===== config.mk =====
export PLATFORM = sky130hd
export DESIGN_NAME = data_bank
export DESIGN_NICKNAME = d
export VERILOG_FILES = /design/src/rtl/kf_pkg.sv /design/src/rtl/data_bank_core.sv /design/src/rtl/data_bank.sv
export SDC_FILE = /design/constraint.sdc
export NUM_CORES = 2
export LEC_CHECK = 0
export ABC_AREA = 0
export BUFFER_PORTS_ARGS = -buffer_cell sky130_fd_sc_hd__buf_4
export CAP_MARGIN = 20
export CORE_MARGIN = 3
export CORE_UTILIZATION = 55
export DETAILED_ROUTE_END_ITERATION = 10
export PLACE_DENSITY = 0.72
export SYNTH_ARGS = -nofsm -noshare
export SYNTH_HDL_FRONTEND = slang
export SYNTH_SLANG_ARGS = --single-unit

===== constraint.sdc =====
create_clock -name clk -period 6.8 [get_ports clk]
set_input_delay 1.36 -clock clk [delete_from_list [all_inputs] [get_ports clk]]
set_output_delay 1.36 -clock clk [all_outputs]
set_load 0.02 [all_outputs]

===== src/rtl/kf_pkg.sv =====
// kf_pkg: shared Kalman datapath widths, typedefs and the zero-register build option
// Build option: DB_ZERO_REG_EN makes data_bank entry 0 a hardwired constant zero.
package kf_pkg;
  localparam int W = 24;
  localparam int ADDRW = 5;
  localparam int DEPTH = 1 << ADDRW;
  typedef logic [W-1:0] word_t;
  typedef logic [ADDRW-1:0] addr_t;
`ifdef DB_ZERO_REG_EN
  localparam bit ZERO_REG = 1'b1;
`else
  localparam bit ZERO_REG = 1'b0;
`endif
endpackage


===== src/rtl/data_bank_core.sv =====
// data_bank_core: storage array, init bitmap, write logic and distinct-write counter
// Ports: clk, rst; wr_en/wr_addr/wr_data write port; rd_addr_a/rd_addr_b give
// combinational rd_data_a/b and init_a/b; init_cnt counts distinct entries written.
// Honours DB_ZERO_REG_EN through kf_pkg::ZERO_REG (entry 0 fixed at zero, pre-initialised).
module data_bank_core
  import kf_pkg::*;
#(
  parameter int W = kf_pkg::W,
  parameter int ADDRW = kf_pkg::ADDRW
) (
  input  logic             clk,
  input  logic             rst,
  input  logic             wr_en,
  input  logic [ADDRW-1:0] wr_addr,
  input  logic [W-1:0]     wr_data,
  input  logic [ADDRW-1:0] rd_addr_a,
  input  logic [ADDRW-1:0] rd_addr_b,
  output logic [W-1:0]     rd_data_a,
  output logic [W-1:0]     rd_data_b,
  output logic             init_a,
  output logic             init_b,
  output logic [ADDRW:0]   init_cnt
);
  localparam int N = 1 << ADDRW;
  localparam logic [N-1:0] INIT_RST = N'(ZERO_REG);
  localparam logic [ADDRW:0] CNT_RST = (ADDRW+1)'(ZERO_REG);
  localparam logic [ADDRW:0] CNT_MAX = (ADDRW+1)'(N);
  logic [W-1:0] mem [N];
  logic [N-1:0] init;
  logic wr_ok;
  // entry 0 is never written in the zero-register build, so it stays 0 and init
  assign wr_ok = wr_en && !(ZERO_REG && wr_addr == '0);
  assign rd_data_a = mem[rd_addr_a];
  assign rd_data_b = mem[rd_addr_b];
  assign init_a = init[rd_addr_a];
  assign init_b = init[rd_addr_b];
  always_ff @(posedge clk) begin
    if (rst) begin
      mem <= '{default: '0};
      init <= INIT_RST;
      init_cnt <= CNT_RST;
    end else if (wr_ok) begin
      mem[wr_addr] <= wr_data;
      init[wr_addr] <= 1'b1;
      if (!init[wr_addr] && init_cnt != CNT_MAX) init_cnt <= init_cnt + (ADDRW+1)'(1);
    end
  end
endmodule


===== src/rtl/data_bank.sv =====
// data_bank: dual-read operand bank with write-first bypass and uninitialised-read flag
// Ports: clk, rst; db_data/db_dira/db_write write (db_dira also read A); db_dirb read B;
// rd_en reads both ports; ERR_CLR clears UNINIT_ERR; OP_A/OP_B/OP_VALID registered
// operands; UNINIT_ERR sticky flag; INIT_CNT distinct entries written.
// Build option: DB_ZERO_REG_EN (via kf_pkg::ZERO_REG) hardwires entry 0 to zero.
module data_bank
  import kf_pkg::*;
#(
  parameter int W = kf_pkg::W,
  parameter int ADDRW = kf_pkg::ADDRW
) (
  input  logic             clk,
  input  logic             rst,
  input  logic [W-1:0]     db_data,
  input  logic [ADDRW-1:0] db_dira,
  input  logic [ADDRW-1:0] db_dirb,
  input  logic             db_write,
  input  logic             rd_en,
  input  logic             ERR_CLR,
  output logic [W-1:0]     OP_A,
  output logic [W-1:0]     OP_B,
  output logic             OP_VALID,
  output logic             UNINIT_ERR,
  output logic [ADDRW:0]   INIT_CNT
);
  logic [W-1:0] mem_a, mem_b;
  logic init_a, init_b, byp_a, byp_b, bad;
  data_bank_core #(.W(W), .ADDRW(ADDRW)) u_core (
    .clk(clk),
    .rst(rst),
    .wr_en(db_write),
    .wr_addr(db_dira),
    .wr_data(db_data),
    .rd_addr_a(db_dira),
    .rd_addr_b(db_dirb),
    .rd_data_a(mem_a),
    .rd_data_b(mem_b),
    .init_a(init_a),
    .init_b(init_b),
    .init_cnt(INIT_CNT)
  );
  // port A always reads the write address, so it bypasses on every write
  assign byp_a = db_write && !(ZERO_REG && db_dira == '0);
  assign byp_b = byp_a && db_dirb == db_dira;
  assign bad = (!init_a && !byp_a) || (!init_b && !byp_b);
  always_ff @(posedge clk) begin
    if (rst) begin
      OP_A <= '0;
      OP_B <= '0;
      OP_VALID <= 1'b0;
      UNINIT_ERR <= 1'b0;
    end else begin
      OP_VALID <= rd_en;
      if (rd_en) begin
        OP_A <= byp_a ? db_data : mem_a;
        OP_B <= byp_b ? db_data : mem_b;
      end
      UNINIT_ERR <= (rd_en && bad) || (UNINIT_ERR && !ERR_CLR);
    end
  end
endmodule


==> results.ini <==
[grt]
use_met2_pct = 53.7
use_met3_pct = 10.2
grt_pass1_vias = 35500
grt_first_pass_wirelength_um = 226000
grt_antenna_before_repair = 3
gr-total-overflow = 0
global_route.usage.met1_pct = 48.5
grt_start_max_net_pins = 223
grt_usage_pct = 36.8
grt.busiest_layer = met2

[critical_path]
timing_worst_setup_path_type = in2reg
cp_slowest_cell = and3_2
critical_path_peak_fanout = 50
worst_path_required_time_ns = 7.30
critical_path_arrival_ns = 4.76
crit_path_max_incr_delay_ns = 1.03
startpoint_type = input pin
path_cells = buf_4 -> buf_4 -> xor2_1 -> nor4_1 -> and3_2 -> a211oi_1 -> o21ai_0 -> a311oi_1
end_kind = flip-flop
critical_path.most_common_cell = buf_4

[yosys]
avgSynthCellArea_um2 = 8.84
synth-edff-count = 0
ys_dominant_reg_cell = dfxtp_1
synth-warning-count = 0
synth.area.top_cells = dfxtp_1 (40%), mux4_2 (21%), nand2_1 (15%)
synth_area_leader_cell = dfxtp_1
postSynthCellCount = 4819
ys_types = 57
synth-seq-area-share_pct = 40.2
yosysMostFrequentCell = nand2_1
synth.net_count = 4860
synthArstFlopShare_pct = 0
syn_area_mm2 = 0.0426
post-synth-top-area-fraction_pct = 40.2
register_bit_total_from_synthesis = 856
synth_common_cells = nand2_1 (1662), dfxtp_1 (856), a21oi_1 (814), mux4_2 (397), clkbuf_1 (353)

[timing]
max_freq_ghz = 0.235
aggregate_negative_setup_slack_ns = 0
timing.max_slew.rel_slack_pct = 22.4
drv_slew = 0
period_share_pct = 62.6
finalHoldWorstSlack_ns = 0.463
final-setup-viol-count = 0
finalHoldViolCount = 0
rsz0062_at_grt = no
period_minus_slack_ns = 4.26
fin_worst_skew_ns = 0.0267
slew_of_the_pin_with_the_lowest_slew_margin_ns = 1.16

[final_layout]
finish.net_count = 4646
num-fill-cells = 6469
flow.area_growth_from_synthesis_pct = 9.60
drive_gt1_share_pct = 16.9
post-route-util_pct = 61.2

[placed_design]
gp_routability_congestion = 0.948
detailed_place_hpwl_um = 92000
io_buffer_count = 94

[detailed_routing]
antenna_violating_nets_post_route = 0
pre_repair_dr_iteration_count = 6
drt-total-wl_um = 153000
dr.first_iter.drc_count = 5846
num_vias = 38300
drt_via_density = 6.72
route.detailed.wl_per_inst_um = 26.9
route.detailed.drc = 0

[power_and_ir_drop]
p_leak_nw = 15.1
vdd_ir_drop_max_mv = 0.201
power.density_mw_per_mm2 = 243

[floorplanning]
num_io_pins = 95
die-height_um = 284
fp.coreArea_mm2 = 0.0763
die_x_um = 284
floorplan.initialDensity_pct = 55.8
design.die.area_mm2 = 0.0808
floorplan.rows = 101

[clock_network]
cts.repair_timing.setup_buffer_count = 0
cts_root_buffer = clkbuf_16
post_cts_resized = 0
tritoncts = yes
tritoncts.num_buffers = 90
clock_latency_ns = 0.67
clock_path_buffers = 3
numClockSinks = 856
clock_tree.htree_level_count = 3
holdBufCountCts = 0
path_clk_slew_ns = 0.06

[flow_run]
max_cap_violations = 0

[hold_path]
hold_path.class = reg2reg

[outcome]
outcome = finished, final reports clean

## logic make-up (layout without fill, tap and decap cells)
kind of cell	Yosys count	in the layout	share of synthesized area (%)
adder cells (fa/ha/maj)	2	2	0.0588
flip-flops	856	856	40.2
AND/OR/NAND/NOR	1904	1904	17.4
other	0	2	0
buffers and inverters	497	354	4.98
AO/OA/AOI/OAI	1053	1053	13.6
multiplexers	502	502	23.5
XOR/XNOR	5	5	0.103
## per-layer routing
| layer | vias up | wire (um) | part of all wire, % |
|---|---|---|---|
| met5 | - | 12 | 0.0078 |
| met4 | 2 | 11400 | 7.4 |
| met3 | 601 | 20900 | 14 |
| met2 | 2798 | 66300 | 43 |
| met1 | 18600 | 54800 | 36 |
| li1 | 16400 | - | - |
## where the power goes
group          switching, mW  leakage, nW  internal (mW)
registers             0.0531         6.91           5.07
logic                  0.647         6.68          0.280
clock network           2.15         1.56           3.15
## critical path, delay by kind of cell
kind | cells | cell delay (ns)
xor+xnor | 1 | 0.16
buf+inv | 2 | 1.24
compound gates | 3 | 0.59
simple gates | 2 | 1.39
## final cells by class
type                            count  area (um2)  share of cell area, %
Multi-Input combinational cell   3466       23500                   50.2
Sequential cell                   856       17100                   36.7
Clock buffer                      132        2670                   5.73
Timing Repair Buffer              183        1610                   3.44
Tap cell                         1030        1290                   2.76
Clock inverter                     31         482                   1.03
Inverter                            8        30.0                 0.0643
Antenna cell                        2        5.00                 0.0107
## worst paths after layout
path / start / end / slack, ns / cells past startpoint
setup / recovery: db_dira[2] / OP_B[21] / 2.54 / 8
hold / removal: u_core.mem[297] / u_core.mem[297] / 0.46 / 2
setup reg to reg: u_core.init[13] / u_core.init_cnt[5] / 4.43 / 6
hold reg to reg: u_core.mem[297] / u_core.mem[297] / 0.46 / 2
## per-stage QoR
step	power, mW	worst slack [ns]	cells	cell area [um2]
floorplan	5.82	3.58	4819	42600
global placement	6.11	2.07	5537	43400
detailed placement	6.12	1.97	5541	43500
CTS	11.3	2.67	5704	46600
global route	11.6	2.43	5706	46700
finish	11.3	2.54	5708	46700
## cells in the final DEF, fill, tap and decap left out, types with 7 or more instances in the layout
cell / instances
mux2i_1: 81
a221oi_1: 14
o32ai_1: 17
nor2_1: 112
nor2_2: 26
o21ai_0: 50
a22o_1: 7
clkinv_2: 13
a22oi_1: 41
nand2_1: 1661
nand3_1: 14
a21oi_1: 814
a311oi_1: 24
buf_12: 8
buf_8: 7
clkbuf_16: 93
o211ai_1: 7
buf_4: 164
nor3_1: 8
bufinv_16: 11
clkbuf_8: 20
o22ai_1: 32
mux4_2: 397
a211oi_1: 28
clkbuf_1: 19
inv_1: 8
dfxtp_1: 856
nor2b_1: 31
mux2_2: 20
## state kept, by name (all words and copies together) (netlist names)
| signal | flops |
|---|---|
| OP_A | 24 |
| OP_B | 24 |
| OP_VALID | 1 |
| UNINIT_ERR | 1 |
| u_core.init | 32 |
| u_core.init_cnt | 6 |
| u_core.mem | 768 |
No activity file was read; power rests on OpenSTA's default activity.
